`src/rtl/cvsd_pkg.sv`:
```
// Shared definitions for the CVSD packer slice.
//   CVSD_WORD_W_DEF     default packed word width
//   CVSD_FIFO_DEPTH_DEF default output FIFO depth (words)
//   ovf_cnt_t           dropped-word counter type
package cvsd_pkg;
  localparam int CVSD_WORD_W_DEF     = 8;
  localparam int CVSD_FIFO_DEPTH_DEF = 4;

  typedef logic [7:0] ovf_cnt_t;

  localparam ovf_cnt_t OVF_CNT_MAX = 8'hFF;
endpackage

```
`src/rtl/cvsd_fifo.sv`:
```
// Synchronous FIFO for completed CVSD words.
// Ports:
//   clk, rst        clock, async active-high reset
//   push, push_data write request; accepted when not full, or when full with a
//                   pop in the same cycle
//   pop             read request; ignored when empty
//   rd_data         head entry (registered storage, indexed by read pointer)
//   full, empty     status
//   level           occupancy 0..DEPTH
module cvsd_fifo #(
  parameter int WIDTH = 8,
  parameter int DEPTH = 4,
  localparam int AW   = $clog2(DEPTH)
) (
  input  logic             clk,
  input  logic             rst,
  input  logic             push,
  input  logic [WIDTH-1:0] push_data,
  input  logic             pop,
  output logic [WIDTH-1:0] rd_data,
  output logic             full,
  output logic             empty,
  output logic [AW:0]      level
);

  logic [WIDTH-1:0] mem [DEPTH];
  // one extra pointer bit distinguishes full from empty
  logic [AW:0]      wr_ptr, rd_ptr;
  logic             do_push, do_pop;

  assign empty   = (wr_ptr == rd_ptr);
  assign full    = (wr_ptr[AW] != rd_ptr[AW]) && (wr_ptr[AW-1:0] == rd_ptr[AW-1:0]);
  assign level   = wr_ptr - rd_ptr;
  assign do_pop  = pop & ~empty;
  // a full FIFO still takes a word when the head leaves in the same cycle
  assign do_push = push & (~full | do_pop);
  assign rd_data = mem[rd_ptr[AW-1:0]];

  always_ff @(posedge clk or posedge rst) begin
    if (rst) begin
      wr_ptr <= '0;
      rd_ptr <= '0;
      // storage is cleared so the head reads as zero out of reset
      for (int i = 0; i < DEPTH; i++) mem[i] <= '0;
    end else begin
      if (do_push) begin
        mem[wr_ptr[AW-1:0]] <= push_data;
        wr_ptr              <= wr_ptr + 1'b1;
      end
      if (do_pop) rd_ptr <= rd_ptr + 1'b1;
    end
  end

endmodule

```
`src/rtl/cvsd_packer.sv`:
```
// CVSD bit packer: assembles the 1-bit CVSD stream into WORD_W-bit words and
// queues them in a DEPTH-word FIFO for a valid/ready consumer.
// Optional feature macro: CVSD_PACKER_OVF_CNT_EN (saturating dropped-word
// counter on ovf_cnt_o; tied to 0 when undefined).
// Ports:
//   clk_i, rst_i  clock, async active-high reset
//   enable_i      sample strobe, data_i taken when high
//   data_i        CVSD bit
//   flush_i       close out a partial word, zero-padded
//   data_o        FIFO head word
//   valid_o       FIFO non-empty
//   ready_i       consumer accept
//   level_o       FIFO occupancy
//   overflow_o    sticky: a completed word was dropped
//   ovf_cnt_o     dropped-word count
module cvsd_packer
  import cvsd_pkg::*;
#(
  parameter int WORD_W    = CVSD_WORD_W_DEF,
  parameter int DEPTH     = CVSD_FIFO_DEPTH_DEF,
  parameter bit MSB_FIRST = 1'b1,
  localparam int LW       = $clog2(DEPTH) + 1
) (
  input  logic              clk_i,
  input  logic              rst_i,
  input  logic              enable_i,
  input  logic              data_i,
  input  logic              flush_i,
  output logic [WORD_W-1:0] data_o,
  output logic              valid_o,
  input  logic              ready_i,
  output logic [LW-1:0]     level_o,
  output logic              overflow_o,
  output logic [7:0]        ovf_cnt_o
);

  localparam int            BW  = $clog2(WORD_W);
  localparam logic [BW:0]   W_L = (BW+1)'(WORD_W);
  localparam logic [BW-1:0] LAST = BW'(WORD_W - 1);

  logic [WORD_W-1:0] sreg, sreg_nxt, push_word;
  logic [BW-1:0]     bcnt, bcnt_nxt;
  logic [BW:0]       shamt;
  logic              push, pop, full, empty, drop;

  // Assembler. bcnt_nxt already accounts for a same-cycle strobe, so it is
  // exactly the number of bits a flush has to emit (0 after a word wraps).
  always_comb begin
    sreg_nxt  = sreg;
    bcnt_nxt  = bcnt;
    push      = 1'b0;
    push_word = sreg;
    shamt     = W_L - {1'b0, bcnt};
    if (enable_i) begin
      if (MSB_FIRST) sreg_nxt = {sreg[WORD_W-2:0], data_i};
      else           sreg_nxt = {data_i, sreg[WORD_W-1:1]};
      bcnt_nxt = (bcnt == LAST) ? '0 : bcnt + 1'b1;
    end
    shamt = W_L - {1'b0, bcnt_nxt};
    if (enable_i && bcnt == LAST) begin
      // full word wins over a same-cycle flush; nothing is left to pad
      push      = 1'b1;
      push_word = sreg_nxt;
    end else if (flush_i && bcnt_nxt != '0) begin
      // left/right align the k held bits and zero-fill the rest
      push      = 1'b1;
      push_word = MSB_FIRST ? (sreg_nxt << shamt) : (sreg_nxt >> shamt);
      bcnt_nxt  = '0;
    end
  end

  always_ff @(posedge clk_i or posedge rst_i) begin
    if (rst_i) begin
      sreg <= '0;
      bcnt <= '0;
    end else begin
      sreg <= sreg_nxt;
      bcnt <= bcnt_nxt;
    end
  end

  assign pop     = valid_o & ready_i;
  assign valid_o = ~empty;
  assign drop    = push & full & ~pop;

  cvsd_fifo #(.WIDTH(WORD_W), .DEPTH(DEPTH)) u_fifo (
    .clk       (clk_i),
    .rst       (rst_i),
    .push      (push),
    .push_data (push_word),
    .pop       (pop),
    .rd_data   (data_o),
    .full      (full),
    .empty     (empty),
    .level     (level_o)
  );

  always_ff @(posedge clk_i or posedge rst_i) begin
    if (rst_i)     overflow_o <= 1'b0;
    else if (drop) overflow_o <= 1'b1;
  end

`ifdef CVSD_PACKER_OVF_CNT_EN
  ovf_cnt_t ovf_cnt;

  always_ff @(posedge clk_i or posedge rst_i) begin
    if (rst_i)                            ovf_cnt <= '0;
    else if (drop && ovf_cnt != OVF_CNT_MAX) ovf_cnt <= ovf_cnt + 1'b1;
  end

  assign ovf_cnt_o = ovf_cnt;
`else
  assign ovf_cnt_o = '0;
`endif

endmodule
```
`config.mk`:
```
export PLATFORM = sky130hd
export DESIGN_NAME = cvsd_packer
export DESIGN_NICKNAME = d
export VERILOG_FILES = /design/src/rtl/cvsd_pkg.sv /design/src/rtl/cvsd_fifo.sv /design/src/rtl/cvsd_packer.sv
export SDC_FILE = /design/constraint.sdc
export NUM_CORES = 1
export LEC_CHECK = 0
export ABC_CLOCK_PERIOD_IN_PS = 3700
export CAP_MARGIN = 20
export CELL_PAD_IN_SITES_DETAIL_PLACEMENT = 0
export CELL_PAD_IN_SITES_GLOBAL_PLACEMENT = 1
export CORE_AREA = 2 2 127 67
export CTS_BUF_LIST = sky130_fd_sc_hd__clkbuf_4
export CTS_CLUSTER_DIAMETER = 80
export DETAILED_ROUTE_END_ITERATION = 12
export DIE_AREA = 0 0 129 69
export HOLD_SLACK_MARGIN = 0.12
export PLACE_DENSITY_LB_ADDON = 0.12
export SYNTH_ARGS = -nofsm -noshare
export SYNTH_HDL_FRONTEND = slang
export SYNTH_HIERARCHICAL = 1
export SYNTH_SLANG_ARGS = --single-unit
export TNS_END_PERCENT = 100
```
`constraint.sdc`:
```
create_clock -name clk_i -period 3.7 [get_ports clk_i]
set_clock_uncertainty 0.2 [all_clocks]
set_input_delay 0.37 -clock clk_i [delete_from_list [all_inputs] [get_ports clk_i]]
set_output_delay 0.37 -clock clk_i [all_outputs]
set_load 0.05 [all_outputs]
```
==> metrics <==
total of endpoints with negative setup slack in the final report=0; count of unique library cells instantiated by Yosys=57; data arrival time of the critical path=approximately 3.5 ns; number of nets still failing antenna checks after routing=0; Critical Path, Cell by Cell=ha_1 -> ha_1 -> nor2_2 -> mux2i_4 -> ha_1 -> ha_1 -> nor2b_1 -> nor2_1 -> inv_1 -> nand2_1 -> a21oi_2 -> mux2_2; critical path peak fanout=8; share of the clock period used by the worst path=91.5%; cell repeated most along the worst path=ha_1; total number of placement rows=23; number of nets in the finished design=300; final worst-path setup slack=0.314 ns; worst hold path type=input port to async pin; detailed-placement wirelength estimate=5210 um; commonest cells in the synthesized netlist=50 x dfrtp_1, 42 x mux2_2, 15 x inv_1, 12 x nand2_1, 11 x ha_1; placement-stage worst setup slack=0.0825 ns; filler cell count=737; fin crit period=3.39 ns; number of max-cap violations=0; first-pass detailed-route iteration total=4; slew at the pin closest to its max-slew limit=about 0.57 ns; x dimension of the die=between 100 and 150 um; tightest slew margin relative to the limit=61.7%; routed wire length=6870 um; mean instance size in the synthesized netlist=12.0 um2; Placed Cells incl. Taps=between 300 and 400; Post-synth EDFFs=0; slack of the worst reg-to-reg path=0.31 ns; final hold vios=0; largest incremental delay on the critical path=approximately 0.46 ns; startpoint types=register; largest cells by area after synthesis=dfrtp_1 41%, mux2_2 15%, mux4_2 5.9%; via-per-instance ratio=5.19; number of DRC markers after the initial detailed-route iteration=211; layout cells sized above 1=30.7%; leftover overflow at the end of global routing=0; synthesis-stage register bit count=50; TritonCTS Buffers=5; maximum number of pins on one net before global-route repair=39; number of antenna violations at the first check in global routing=0; via count of the first global-routing pass=2034; Clk Latency, worst-skew pair=0.37 ns; Total Neg Setup Slack=0 ns; Routed wire per std cell=17.4 um; post-route insts no fill=395; die area=8900 um2; worst path required time=3.78 ns; Setup CP Type=register to register; max-slew violation count=0; cell type of the slowest stage on the worst timing path=dfrtp_1; Via Count=between 2000 and 2500; gr usage total=16.5%; Synth Instances=256; antenna fix cells=0; final weighted congestion in routability-driven placement=0.890; number of sinks handled by clock tree synthesis=50; area inside the core boundary=7800 um2; Initial Utilization=39.2%; Critical Path End Type=register; share of synthesized flip-flops with an asynchronous set or reset=100%; area share of the largest cell type after synthesis=40.9%; RSZ-0062 raised after global routing=no; warnings from Yosys=6; residual DRC count=0; synthesis-to-layout area growth=13.0%; clock-pin slew on the worst setup and hold paths=0.15 ns; Setup Fix Bufs, Post-CTS=0; root buffer cell=clkbuf_4; status=complete, no violations; maximum buffer depth of the clock tree=2; CTS hold repair buffers=0; number of top-level pins=27; Vert. Die Dim=69 um; input/output buffers=18; CTS tree=yes; cell area after synthesis=3060 um2; H-tree depth=2; Post-synth top flop=dfrtp_1; share of synthesized area occupied by flip-flops and latches=40.9%; maximum achievable frequency=0.295 GHz; global-route wire length before repair=11400 um; most frequent cell after synthesis=dfrtp_1; cell taking the most area after synthesis=dfrtp_1
-- path summary, 6_finish.rpt --
kind                       startpoint          endpoint  cells after the start
setup / recovery              bcnt[1]    u_fifo/mem[25]                     12
hold / removal                  rst_i           sreg[6]                      2
setup reg to reg              bcnt[1]    u_fifo/mem[25]                     12
hold reg to reg            overflow_o        overflow_o                      1
max in group asynchronous       rst_i  u_fifo/rd_ptr[2]                      3
min in group clk_i         overflow_o        overflow_o                      1
-- worst max-delay path: cells and delay by family (launching register included) --
family,cells,cell delay [ns]
and+or+nand+nor,4,0.65
adders and majority gates,4,0.80
AOI/OAI and AO/OA,1,0.44
muxes,2,0.53
buffers and inverters,1,0.21
DFF,1,0.46
-- per-stage QoR --
| stage | hold slack (ns) | area (um2) | utilization (%) |
|---|---|---|---|
| 2_1_floorplan | 0.0347 | 3090 | - |
| 3_3_place_gp | 0.262 | 3370 | 43.3 |
| 3_5_place_dp | 0.244 | 3370 | 43.3 |
| 4_1_cts | 0.124 | 3460 | 44.3 |
| 5_1_grt | 0.155 | 3460 | 44.3 |
| 6_report | 0.132 | 3460 | 44.3 |
-- cell usage in the layout, fill, tap and decap left out, types with 3 or more instances in the layout --
cell / instances
a22oi_1: 6
or3_1: 3
conb_1: 8
mux2_2: 42
ha_1: 11
mux2i_1: 4
clkbuf_4: 5
clkdlybuf4s50_1: 18
buf_4: 12
nor2b_1: 3
o22ai_1: 5
a21oi_1: 4
xnor2_1: 4
inv_1: 15
a21o_1: 4
a21oi_2: 4
nand2_1: 12
o21ai_0: 5
mux4_2: 8
nor3_1: 3
dfrtp_1: 50
nor2_1: 8
-- per-layer routing --
| metal | wire [um] | global-route usage (%) | up-vias |
|---|---|---|---|
| met5 | 0 | 0 | - |
| met4 | 15 | 1.45 | 0 |
| met3 | 534 | 4.89 | 2 |
| met2 | 2490 | 20.2 | 68 |
| met1 | 3830 | 28.3 | 996 |
| li1 | - | - | 984 |
-- logic make-up after synthesis --
family	after synthesis	synth area share, %
and+or+nand+nor	48	8.91
xor gates and xnor gates	6	1.96
buffers and inverters	34	6.05
adders and majority gates	12	5.15
AOI/OAI and AO/OA	50	13.5
muxes	55	23.4
other	1	0.123
DFF	50	40.9
-- area by class of cell --
class	instances	area, um2	area share, %
Clock buffer	5	37.5	1.09
Clock inverter	3	43.8	1.27
Inverter	16	62.6	1.81
Multi-Input combinational cell	179	1650	47.8
Sequential cell	50	1250	36.2
Tap cell	112	140	4.05
Timing Repair Buffer	30	270	7.81
-- registers in the layout, indices dropped and copies added, names as in the netlist --
register       count
overflow_o         1
u_fifo/wr_ptr      3
bcnt               3
u_fifo/mem        32
sreg               8
u_fifo/rd_ptr      3
-- repair_timing --
action,in CTS,in global routing
endpoints found under the setup margin,0,14
endpoints found under the hold margin,0,0
resized for setup,0,1
Power is left out: the tool's default activity adds up to more than one toggle a clock period on the data nets, which glitch-free logic cannot reach.
